--- src/rtl/bus_target.sv ---
`timescale 1ns/1ps
// bus_target: target-side responder for the 8-bit multiplexed req/ack bus.
// Decodes address-low / address-high / data phases, issues one local access
// with a bounded wait, and returns read data with sticky error reporting.
module bus_target #(
   parameter int unsigned SYNC_STAGES = 2,
   parameter int unsigned TIMEOUT     = 32,
   parameter logic [7:0]  ERR_DATA    = 8'hFF
) (
   input  logic        clk,
   input  logic        rst,
   input  logic        bus_handshake_req,
   output logic        bus_handshake_ack,
   input  logic [1:0]  bus_state,
   input  logic        bus_io,
   input  logic [7:0]  bus_data_in,
   output logic [7:0]  bus_data_out,
   output logic        bus_output_enable,
   output logic [15:0] tgt_addr,
   output logic        tgt_io,
   output logic        tgt_read,
   output logic        tgt_write,
   output logic [7:0]  tgt_wdata,
   input  logic [7:0]  tgt_rdata,
   input  logic        tgt_ready,
   output logic        seq_err,
   output logic        timeout_err,
   input  logic        err_clear
);

   localparam int unsigned CNT_W = $clog2(TIMEOUT);
   localparam logic [CNT_W-1:0] CNT_LAST = CNT_W'(TIMEOUT - 1);

   typedef enum logic [1:0] {
      ST_IDLE,
      ST_ACCESS,
      ST_ACK
   } state_t;

   typedef enum logic [1:0] {
      EXP_ADDR_LOW,
      EXP_ADDR_HIGH,
      EXP_DATA
   } expect_t;

   state_t                 state_q, state_d;
   expect_t                exp_q, exp_d;
   logic [SYNC_STAGES-1:0] sync_q, sync_d;
   logic [CNT_W-1:0]       cnt_q, cnt_d;
   logic                   ack_q, ack_d;
   logic                   oe_q, oe_d;
   logic [7:0]             dout_q, dout_d;
   logic                   rd_q, rd_d;
   logic                   wr_q, wr_d;
   logic [15:0]            addr_q, addr_d;
   logic                   io_q, io_d;
   logic [7:0]             wdata_q, wdata_d;
   logic                   rdph_q, rdph_d;
   logic                   seq_err_q, seq_err_d;
   logic                   to_err_q, to_err_d;
   logic                   req_s;
   logic                   seq_set;
   logic                   to_set;

   assign req_s = sync_q[SYNC_STAGES-1];

   // State, synchronizer and output registers; async reset to idle values.
   always_ff @(posedge clk or posedge rst) begin
      if (rst) begin
         state_q   <= ST_IDLE;
         exp_q     <= EXP_ADDR_LOW;
         sync_q    <= '0;
         cnt_q     <= '0;
         ack_q     <= 1'b0;
         oe_q      <= 1'b0;
         dout_q    <= '0;
         rd_q      <= 1'b0;
         wr_q      <= 1'b0;
         addr_q    <= '0;
         io_q      <= 1'b0;
         wdata_q   <= '0;
         rdph_q    <= 1'b0;
         seq_err_q <= 1'b0;
         to_err_q  <= 1'b0;
      end else begin
         state_q   <= state_d;
         exp_q     <= exp_d;
         sync_q    <= sync_d;
         cnt_q     <= cnt_d;
         ack_q     <= ack_d;
         oe_q      <= oe_d;
         dout_q    <= dout_d;
         rd_q      <= rd_d;
         wr_q      <= wr_d;
         addr_q    <= addr_d;
         io_q      <= io_d;
         wdata_q   <= wdata_d;
         rdph_q    <= rdph_d;
         seq_err_q <= seq_err_d;
         to_err_q  <= to_err_d;
      end
   end

   // Next-state logic: phase decode, local access with timeout, handshake.
   always_comb begin
      state_d = state_q;
      exp_d   = exp_q;
      cnt_d   = cnt_q;
      ack_d   = ack_q;
      oe_d    = oe_q;
      dout_d  = dout_q;
      rd_d    = rd_q;
      wr_d    = wr_q;
      addr_d  = addr_q;
      io_d    = io_q;
      wdata_d = wdata_q;
      rdph_d  = rdph_q;
      seq_set = 1'b0;
      to_set  = 1'b0;

      sync_d[0] = bus_handshake_req;
      for (int unsigned i = 1; i < SYNC_STAGES; i++) begin
         sync_d[i] = sync_q[i-1];
      end

      case (state_q)
         ST_IDLE: begin
            ack_d = 1'b0;
            oe_d  = 1'b0;
            if (req_s) begin
               rdph_d = (bus_state == 2'b10);
               case (bus_state)
                  2'b00: begin
                     addr_d[7:0] = bus_data_in;
                     exp_d       = EXP_ADDR_HIGH;
                     state_d     = ST_ACK;
                  end
                  2'b01: begin
                     if (exp_q == EXP_ADDR_HIGH) begin
                        addr_d[15:8] = bus_data_in;
                        exp_d        = EXP_DATA;
                     end else begin
                        seq_set = 1'b1;
                     end
                     state_d = ST_ACK;
                  end
                  default: begin
                     exp_d = EXP_ADDR_LOW;
                     if (exp_q == EXP_DATA) begin
                        io_d  = bus_io;
                        cnt_d = '0;
                        if (bus_state[0]) begin
                           wdata_d = bus_data_in;
                           wr_d    = 1'b1;
                        end else begin
                           rd_d = 1'b1;
                        end
                        state_d = ST_ACCESS;
                     end else begin
                        seq_set = 1'b1;
                        if (!bus_state[0]) begin
                           dout_d = ERR_DATA;
                        end
                        state_d = ST_ACK;
                     end
                  end
               endcase
            end
         end
         ST_ACCESS: begin
            if (tgt_ready) begin
               if (rd_q) begin
                  dout_d = tgt_rdata;
               end
               rd_d    = 1'b0;
               wr_d    = 1'b0;
               state_d = ST_ACK;
            end else if (cnt_q == CNT_LAST) begin
               if (rd_q) begin
                  dout_d = ERR_DATA;
               end
               rd_d    = 1'b0;
               wr_d    = 1'b0;
               to_set  = 1'b1;
               state_d = ST_ACK;
            end else begin
               cnt_d = cnt_q + CNT_W'(1);
            end
         end
         ST_ACK: begin
            if (req_s) begin
               ack_d = 1'b1;
               oe_d  = rdph_q;
            end else begin
               ack_d   = 1'b0;
               oe_d    = 1'b0;
               state_d = ST_IDLE;
            end
         end
         default: begin
            state_d = ST_IDLE;
         end
      endcase

      // A flag being set in the same cycle as err_clear stays set.
      seq_err_d = seq_set | (seq_err_q & ~err_clear);
      to_err_d  = to_set  | (to_err_q  & ~err_clear);
   end

   assign bus_handshake_ack = ack_q;
   assign bus_output_enable = oe_q;
   assign bus_data_out      = dout_q;
   assign tgt_addr          = addr_q;
   assign tgt_io            = io_q;
   assign tgt_read          = rd_q;
   assign tgt_write         = wr_q;
   assign tgt_wdata         = wdata_q;
   assign seq_err           = seq_err_q;
   assign timeout_err       = to_err_q;

endmodule

--- config.mk ---
export PLATFORM = sky130hd
export DESIGN_NAME = bus_target
export DESIGN_NICKNAME = d
export VERILOG_FILES = /design/src/rtl/bus_target.sv
export SDC_FILE = /design/constraint.sdc
export NUM_CORES = 1
export LEC_CHECK = 0
export CAP_MARGIN = 10
export CORE_UTILIZATION = 50
export CTS_CLUSTER_DIAMETER = 60
export CTS_CLUSTER_SIZE = 40
export DETAILED_ROUTE_END_ITERATION = 8
export GPL_ROUTABILITY_DRIVEN = 0
export GPL_TIMING_DRIVEN = 1
export MAX_ROUTING_LAYER = met4
export PLACE_DENSITY = 0.84
export REMOVE_ABC_BUFFERS = 1
export SLEW_MARGIN = 20
export SYNTH_ARGS = -nofsm -noshare
export SYNTH_HDL_FRONTEND = slang
export SYNTH_SLANG_ARGS = --single-unit
--- constraint.sdc ---
create_clock -name clk -period 3.1 [get_ports clk]
set_input_delay 0.62 -clock clk [delete_from_list [all_inputs] [get_ports clk]]
set_output_delay 0.62 -clock clk [all_outputs]
set_load 0.01 [all_outputs]
==> run summary, run 1 <==
The count of cells resized by post-cts repair is 0. The average via count per standard cell is 5.24, and the count of distinct cell types in the synthesized netlist is 35. The count of vias placed by the detailed router came out at 1,513. The worst setup path is captured at a register. The first-pass detailed-route iteration total came out at 4. The synthesis-to-finish area growth is 35.1%, and the number of placed instances, taps included is 283. Source-to-sink clock delay at the later pin of the worst-skew pair: 0.30 ns. Based on the critical path, the design can be clocked at up to 420 MHz. Count of clock tree sinks: 51. The tools report the number of nets in the layout as 266.

The count of input and output buffers was 62. The startpoint identified for the worst hold timing path is sync_q[0]. Total number of H-tree levels: 2.

Row generation in the floorplan step produced 23 rows. The global-route wire length before repair is 6710 um, and the average cell area after synthesis is 12.5 um^2. The maximum number of pins on one net before global-route repair was 26; the clock buffer count from CTS was 5. For the initial standard-cell utilization of the core, the log shows 0.530. Critical path startpoint category: a register.

The critical path is of the register to register type. The run finished with clean final reports. The number of global-route vias before repair is 1,456, and the filler cell count is 294. Number of buffers added for setup after CTS: 0.

The mean routed wirelength per cell was 14.6 um. After technology mapping, the gate count stands at 172. For the arrival time at the worst endpoint, the log shows 2.57 ns. The number of antenna diodes in the final layout is 0. For hold timing, the worst endpoint is sync_q[1]. Setup violations remaining at the end of the flow were counted as 0. The cell area after synthesis is 2150 um^2. The cell that appears most often on the critical path is ha_1. The max-slew headroom at the worst pin is 0.564, and the vertical extent of the die is 67.6 um. Maximum clock path buffer count: 2. Cell chosen for the clock root: clkbuf_8. The tools report the reg2reg setup slack as 0.72 ns.

The largest single stage delay on the critical path is 0.68 ns. Worst-margin pin slew: 0.654 ns. The fraction of the cycle the final worst path needs works out to 0.768. The logs give 3.29 ns for the data required time of the critical path and 0 for the total congestion overflow.

The finished layout holds 289 standard cells, fillers aside. The number of top-level pins is 63. The sequential fraction of the synthesis area is 0.593.

The critical-path maximum fanout came out at 9. The tightest min-delay check is of the register to register type. TritonCTS built the clock tree. The reg-to-reg critical path startpoint was cnt_q[0].

Summed over all failing endpoints, the final setup total negative slack is 0 ns. Total track usage: 0.212. For this design, the slowest cell found on the critical path is a2111oi_4. The worst-case vdd ir drop was 0.457 mV. Measured in cells, the most critical reg-to-reg path has a length of 6.

The run gives 0 as the post-detailed-route count of antenna-violating nets. The run gives 0 as the final-report hold violation count. Setup repair after global routing left no endpoint under its margin.

The number of antenna violations at the first check in global routing is 0. The DRC violation count after routing came out at 0. The share of layout cells above drive strength 1 came out at 0.172. Counting flops and latches in the post-synthesis netlist gives 51.

Measured along the x axis, the die boundary spans 67.6 um. The area inside the core boundary was 4060 um^2; the total power divided by cell area was 679 nW/um^2. The final number of max-transition violations was 0. The initial DRC count is 72.

Terminus of the critical flop-to-flop path: tgt_wdata[3]. The run gives 4570 um^2 as the area of the die. The count of max-cap constraint violations was 0; the clock-pin slew of the registers on the worst-case setup and hold paths was 0.08 ns. The critical path goes through ha_1, and3_1, ha_1, o21ai_4, a2111oi_4, mux2_2.

The final layout contains routed wiring with a total length of 4230 um. The shortest clock period the worst path allows after layout was 2.38 ns. Detailed placement HPWL: 3180 um.

On the final layout, the worst clock skew is 0.00526 ns. During synthesis, Yosys emitted a total of 0 warnings. The tools report the reported leakage power as 1.29 nW. Counting instances, the worst hold path has a depth of 0. The run gives 0 as the cts-stage hold buffer count.
## where the power goes
group          switching [W]  internal [W]
Combinational       0.000256      0.000418
Clock               0.000201      0.000151
Sequential          0.000108      0.000839
Total               0.000565       0.00141
## per-stage QoR
stage | hold slack (ns) | utilization | total power [W] | setup WS (ns) | instance area, um^2
floorplan | 0.331 | - | 0.00123 | 0.996 | 2140
global route | 0.375 | 0.716 | 0.00207 | 0.574 | 2910
finish | 0.352 | 0.716 | 0.00197 | 0.719 | 2910
global placement | 0.332 | 0.698 | 0.00162 | 0.565 | 2830
detailed placement | 0.336 | 0.698 | 0.00164 | 0.511 | 2830
CTS | 0.353 | 0.716 | 0.00199 | 0.705 | 2910
## critical path, delay by kind of cell, from the launching register on
family                     cells  cell delay [ns]
DFF                            1             0.42
AOI/OAI and AO/OA              2             0.77
and+or+nand+nor                1             0.18
adders and majority gates      2             0.50
muxes                          1             0.41
## registers in the layout, indices dropped and copies added, names as in the netlist, 2 cells and up
name / cells
sync_q: 2
cnt_q: 5
state_q: 2
exp_q: 2
tgt_addr: 16
tgt_wdata: 8
bus_data_out: 8
## metal layers
layer  global-route usage  share of wire  vias up
met3               0.0726          0.064        5
met4               0.0585         0.0095        0
met5                    -              0        -
li1                     -              -      730
met2                0.333           0.50       47
met1                0.259           0.43      731
## synth_stat cells, drive strengths merged
| cell type | instances | area share |
|---|---|---|
| o21bai | 1 | 0.0035 |
| inv | 16 | 0.028 |
| nand2b | 3 | 0.012 |
| nor2b | 1 | 0.0029 |
| a2111oi | 1 | 0.013 |
| nand4 | 1 | 0.0029 |
| nand3 | 6 | 0.014 |
| nor3 | 1 | 0.0023 |
| or3 | 1 | 0.0029 |
| o21ai | 5 | 0.017 |
| or2b | 1 | 0.0035 |
| and3 | 1 | 0.0029 |
| a41oi | 1 | 0.0041 |
| nor2 | 11 | 0.020 |
| mux2 | 25 | 0.13 |
| ha | 2 | 0.012 |
| a32o | 1 | 0.0047 |
| mux2i | 8 | 0.037 |
| o31ai | 1 | 0.0035 |
| nand2 | 14 | 0.026 |
| buf | 3 | 0.0070 |
| or4 | 1 | 0.0035 |
| and4 | 1 | 0.0047 |
| a31oi | 3 | 0.0087 |
| a21oi | 5 | 0.012 |
| o21a | 2 | 0.0070 |
| o32ai | 2 | 0.0081 |
| o22ai | 1 | 0.0058 |
| dfrtp | 51 | 0.59 |
| and2b | 1 | 0.0041 |
| nand3b | 1 | 0.0035 |
## final cells by class
| cell class | count | area, um^2 | share of cell area |
|---|---|---|---|
| Clock buffer | 6 | 72.6 | 0.0250 |
| Inverter | 16 | 60.1 | 0.0207 |
| Multi-Input combinational cell | 102 | 800 | 0.275 |
| Sequential cell | 51 | 1280 | 0.439 |
| Tap cell | 50 | 62.6 | 0.0215 |
| Timing Repair Buffer | 64 | 636 | 0.219 |
## cell usage in the layout (no fill, tap or decap), drive strengths merged, types with 5 or more instances in the layout
cell type,instances
clkdlybuf4s50,62
dfrtp,51
mux2,25
inv,16
nand2,14
nor2,11
mux2i,8
nand3,6
clkbuf,6
a21oi,5
o21ai,5
## how the worst max path moves through the flow
| stage | end | startpoint | slack [ns] | cells after the start |
|---|---|---|---|---|
| CTS | tgt_wdata[3] | cnt_q[0] | 0.70 | 6 |
| floorplan | tgt_wdata[0] | cnt_q[0] | 1.0 | 6 |
| finish | tgt_wdata[3] | cnt_q[0] | 0.72 | 6 |
| global route | tgt_wdata[3] | cnt_q[0] | 0.57 | 6 |
| detailed placement | tgt_wdata[3] | tgt_ready | 0.51 | 4 |
| global placement | tgt_wdata[6] | tgt_ready | 0.57 | 4 |
## kinds of logic (layout without fill, tap and decap cells)
logic type,count (synthesis),after routing,share of synthesized area
buffers and inverters,19,86,0.0349
DFF,51,51,0.593
and+or+nand+nor,44,44,0.105
AOI/OAI and AO/OA,23,23,0.0867
muxes,33,33,0.168
adders and majority gates,2,2,0.0116
(Power assumes the default switching activity.)
==> run 2, diff against run 1 <==
Settings changed: CORE_UTILIZATION 50 to 42, PLACE_DENSITY 0.84 to 0.75.
Clock period 3.1 ns to 2 ns, I/O delays scaled along.
==> run 2 against run 1 <==
Net effect: flip-flop and latch count unchanged; global-route usage down 2.5 points; clock-buffer cell count unchanged; clock skew down 0.0024 ns; largest cell class unchanged; highest routed layer unchanged; setup slack worse by 0.71 ns.
==> run summary, run 2 (synthesis gave the netlist of run 1 again) <==
Share of layout cells above drive strength 1: 0.234. Setup repair after global routing could not meet its margin everywhere. Wires add up to 4440 um. The number of top-level pins is 63.

The width of the die was 73.6 um; the number of buffers added for setup after CTS was 0. The worst-margin pin slew is 0.386 ns, and the number of antenna violations at the first check in global routing is 0. The tools report the top achievable clock speed as 503 MHz. The tools report the total track usage as 0.187. Data on the critical path is required at its endpoint by 2.19 ns. The average via count per standard cell is 4.93. The core region is 4820 um^2.

At the worst endpoint, the arrival time is 2.17 ns. In this run the clock root is driven by a clkbuf_8. For the final routed database, the setup TNS stands at 0 ns. The run gives 0 as the cts-stage hold buffer count. Most common cell after layout, fill and taps aside: clkdlybuf4s50_1. The tools report the detailed placement HPWL as 3240 um. The count of max-cap constraint violations was 0; the first-pass detailed-route iteration total was 4. The clock passes through at most 2 buffers.

The logs give 1,601 for the number of global-route vias before repair and -0.114 ns for the worst setup slack after placement. Power spread over the standard cell area amounts to 1080 nW/um^2. The count of nets left with antenna violations once routing finished came out at 0.

Entering global routing, the biggest net connects 37 pins. For the final number of max-transition violations, the log shows 0. The vertical extent of the die came out at 73.6 um. The flow ran to the end, and the final reports show no timing, DRC or antenna violations. The worst setup path is launched from a register.

The post-layout instance count excluding filler cells is 323, and the max-slew headroom at the worst pin is 0.743. The DRC violation count after routing came out at 0. For this design the static power due to leakage is 1.39 nW. The fraction of the cycle the final worst path needs came out at 0.993.

After clock tree synthesis, the clock-pin slew on the worst setup and hold paths is 0.09 ns. The initial standard-cell utilization of the core was 0.446. Start-to-end type of the worst setup path: register to register. For this run, the post-layout net count is 281. The source-to-sink clock delay at the later pin of the worst-skew pair is 0.30 ns, and the number of placed instances, taps included is 315. The clock buffer count from CTS is 5, and the number of placement rows is 25. Synthesis-to-finish area growth: 45.9%. The worst setup path is captured at a register.

Detailed routing inserted a total of 1,593 vias. The register with the most flip-flops in the layout has 16 of them. Dividing the detail-routed wire length by the instance count gives 13.8 um. The smallest setup slack after layout came out at 0.0136 ns.

Final-report hold violation count: 0. The total chip power was 0.00339 W; the total number of H-tree levels was 2. The worst-case vdd ir drop is 0.804 mV, and the largest clock skew in the final design is 0.00284 ns. TritonCTS built the clock tree.

The worst path in the final design needs a cycle of 1.99 ns, including I/O delays and setup. Along the worst path, the maximum fanout reaches 6. For the final number of setup-violating endpoints, the log shows 0. The first global-routing pass estimated 7370 um of wire.

The path type of the worst min-delay path is register to register. The floorplan step defined a die boundary enclosing 5410 um^2. The total congestion overflow was 0. The count of input and output buffers was 62.

The cell depth of the worst min-delay path came out at 0. The tools report the initial DRC count as 50. For the count of clock tree sinks, the log shows 51. 0 antenna diodes ended up in the layout. The cell depth of the worst flop-to-flop path works out to 7. Leaving out fill and tap cells, the most frequent cells in the layout are clkdlybuf4s50_1, dfrtp_1, mux2_2.
-- run 2: power by group --
group	switching [W]	leakage, nW	internal [W]
registers	0.000153	0.617	0.00130
clock network	0.000329	0.0654	0.000500
logic	0.000420	0.709	0.000687
-- run 2: stage by stage --
step                      hold slack, ns  instance area, um^2   util
after floorplan                    0.331                 2140      -
after global placement             0.334                 2980  0.619
after detailed placement           0.346                 2980  0.619
after CTS                          0.368                 3120  0.648
after global routing               0.379                 3140  0.651
final                              0.364                 3140  0.651
-- run 2: critical path: stages (launching register included) --
cell and delay [ns]:
dfrtp_1 0.35, ha_1 0.17, and3_4 0.20, ha_4 0.14, o21ai_4 0.06, a2111oi_4 0.39, buf_4 0.22, mux2_2 0.34
-- run 2: what timing repair did --
item / CTS / global route
setup endpoints to repair: 16 / 16
pin swaps: 1 / 1
gates resized for setup: 2 / 3
-- run 2: metal layers --
| layer | share of wire | vias up | track usage | wire length [um] |
|---|---|---|---|---|
| met1 | 0.46 | 771 | 0.248 | 2030 |
| met2 | 0.47 | 56 | 0.274 | 2080 |
| met5 | 0 | - | - | 0 |
| met4 | 0.0081 | 0 | 0.0470 | 36 |
| li1 | - | 759 | - | - |
| met3 | 0.065 | 7 | 0.0672 | 290 |
-- run 2: worst paths after layout --
kind | end | slack, ns | from
max | tgt_wdata[2] | 0.01 | cnt_q[0]
max reg2reg | tgt_wdata[2] | 0.01 | cnt_q[0]
min | sync_q[1] | 0.36 | sync_q[0]
max in group asynchronous | tgt_addr[1] | 1.11 | rst
min in group asynchronous | bus_data_out[2] | 0.39 | rst
min reg2reg | sync_q[1] | 0.36 | sync_q[0]
-- run 2: final cells by class --
type                            instances  area (um^2)
Multi-Input combinational cell        102          825
Clock inverter                          2         60.1
Sequential cell                        51         1280
Fill cell                             424         1680
Clock buffer                            6         72.6
Inverter                               16         60.1
Tap cell                               67         83.8
Timing Repair Buffer                   79          761
==> run 3, diff against run 2 <==
Settings changed: CORE_UTILIZATION 42 to 47, PLACE_DENSITY 0.75 to 0.79, SLEW_MARGIN 20 to unset.
Clock period 2 ns to 1.9 ns, I/O delays scaled along.
==> run 3 against run 2 <==
Net effect: the run now ends with negative setup slack left; core utilization increased by 7.1 points; global-route usage increased by 1.8 points; sequential power increased by 6%; maximum frequency increased by 3.2%; register-to-register slack got worse by 0.04 ns.
==> run summary, run 3 (synthesis gave the netlist of run 1 again) <==
Counting the buffers created by CTS gives 5. Clock-pin slew was measured on the worst setup and hold paths at 0.09 ns. The logs give 2.09 ns for the data required time of the critical path and 0.753 mV for the worst-case vdd ir drop. Setup violations remaining at the end of the flow were counted as 4.

The final number of max-transition violations was 0; the post-detailed-route count of antenna-violating nets was 0. The worst setup path is captured at a register. The tools report the cell chosen for the clock root as clkbuf_8. The max-slew headroom at the worst pin is 0.765. The detailed placement HPWL is 3210 um.

The count of max-cap constraint violations was 0. Clock tree synthesis found a total of 51 sinks. At the pin with the least slew margin, the transition time is 0.353 ns. Entering global routing, the biggest net connects 52 pins. In this run the number of H-tree levels came out at 2. In this run, the number of DRC markers left after iteration 0 of detailed routing was 75. The tools report the cts-stage hold buffer count as 0. The number of flip-flops under the largest register name was 16; the vertical extent of the die was 69.6 um.

The first global-routing pass estimated 7600 um of wire. Most common cell after layout, fill and taps aside: clkdlybuf4s50_1. The critical-path maximum fanout is 5, and the area inside the core boundary is 4380 um^2. The initial standard-cell utilization of the core was 0.491. The width of the die works out to 69.6 um. Source-to-sink clock delay at the later pin of the worst-skew pair: 0.30 ns. The net count of the finished layout is 285. The count of vias placed by the detailed router came out at 1,617. Data on the critical path arrives at its endpoint at 2.12 ns.

The final-report hold violation count was 0. Smallest setup slack after layout: -0.0250 ns. Maximum clock path buffer count: 2.

Mean routed wirelength per cell: 14.7 um. The fraction of the cycle the final worst path needs is 1.01. The placed instances occupy a cell area of 2970 um^2. The number of antenna violations at the first check in global routing is 0. The library cells used most frequently in the layout, excluding fill and tap cells, are clkdlybuf4s50_1, dfrtp_1, mux2_2. Power spread over the standard cell area amounts to 1100 nW/um^2. TritonCTS built the clock tree. The run gives 0.206 as the total track usage.

The checks that failed: negative setup slack. Power comes to 0.00350 W. After routing the design area is 3170 um^2.

Counting the fill cells in the layout gives 308. The flow ran to the end, but the final reports show violations. After floorplanning, the core was divided into 24 placement rows. The logs give 519 MHz for the top achievable clock speed and 4850 um^2 for the area of the die. The logs give 1.42 nW for the reported leakage power and 0 for the count of antenna diodes in the layout. Setup repair after global routing could not meet its margin everywhere. The number of global-route vias before repair was 1,626; the average via count per standard cell was 5.18. The routed design has 4590 um of wire. The tools report the total congestion overflow as 0.

The shortest clock period the worst path allows after layout works out to 1.93 ns. The path type of the worst min-delay path is register to register. For this run, design rule violations remaining after detail routing come to 0.

The worst setup path is of the register to register kind. The share of layout cells above drive strength 1 was 0.258; the first-pass detailed-route iteration total was 4. Input and output buffers added on the ports amount to 62. The tools report the critical path startpoint category as a register. Synthesis-to-finish area growth: 47.3%.

The clock arrives with 0.00636 ns of skew. Pin placement for this block handled 63 I/O pins.
==> run 3: metal layers <==
layer  global-route usage  up-vias  wire length, um
met5                    -        -                0
met4               0.0467        0               51
met3               0.0509        7              228
met2                0.341       45             2300
met1                0.257      794             2000
li1                     -      771                -
==> run 3: power by group <==
group	internal (W)	switching (W)	total, W
registers	0.00137	0.000161	0.00153
clock network	0.000426	0.000345	0.000771
logic	0.000752	0.000448	0.00120
total	0.00254	0.000954	0.00350
==> run 3: worst paths after layout <==
check	start	endpoint	slack [ns]	cells after the start
setup / recovery	cnt_q[1]	tgt_wdata[3]	-0.03	7
hold / removal	sync_q[0]	sync_q[1]	0.36	0
setup reg to reg	cnt_q[1]	tgt_wdata[3]	-0.03	7
hold reg to reg	sync_q[0]	sync_q[1]	0.36	0
max in group asynchronous	rst	tgt_addr[3]	1.23	3
min in group asynchronous	rst	state_q[0]	0.44	3
==> run 3: critical path, cell delays in order, from the launching register on <==
cell and delay (ns):
dfrtp_1 0.37, ha_2 0.19, and3_4 0.19, ha_4 0.15, o21ai_4 0.07, a2111oi_4 0.32, buf_4 0.21, mux2_2 0.33
==> run 3: per-stage QoR <==
stage	instances	setup WS (ns)	hold slack, ns	TNS, ns	utilization
6_report	312	-0.0250	0.361	-0.0905	0.723
5_1_grt	312	-0.119	0.368	-0.763	0.723
4_1_cts	310	-0.0175	0.366	-0.0613	0.713
3_5_place_dp	301	-0.220	0.346	-4.39	0.677
3_3_place_gp	301	-0.139	0.333	-3.47	0.677
2_1_floorplan	169	-0.204	0.331	-1.73	-
==> run 3: timing repair <==
item | CTS | global route
endpoints found under the setup margin | 18 | 10
endpoints found under the hold margin | 0 | 0
buffers inserted | 1 | 2
pin swaps | 3 | 1
resized for setup | 7 | 4
==> run 3: cell type report <==
cell class / instances / area [um^2] / share of cell area
sequential: 51 / 1280 / 0.403
multi-input combinational: 102 / 846 / 0.267
timing repair buffer: 83 / 803 / 0.254
clock buffer: 6 / 82.6 / 0.0261
tap: 52 / 65.1 / 0.0205
inverter: 16 / 60.1 / 0.0190
clock inverter: 2 / 35.0 / 0.0111
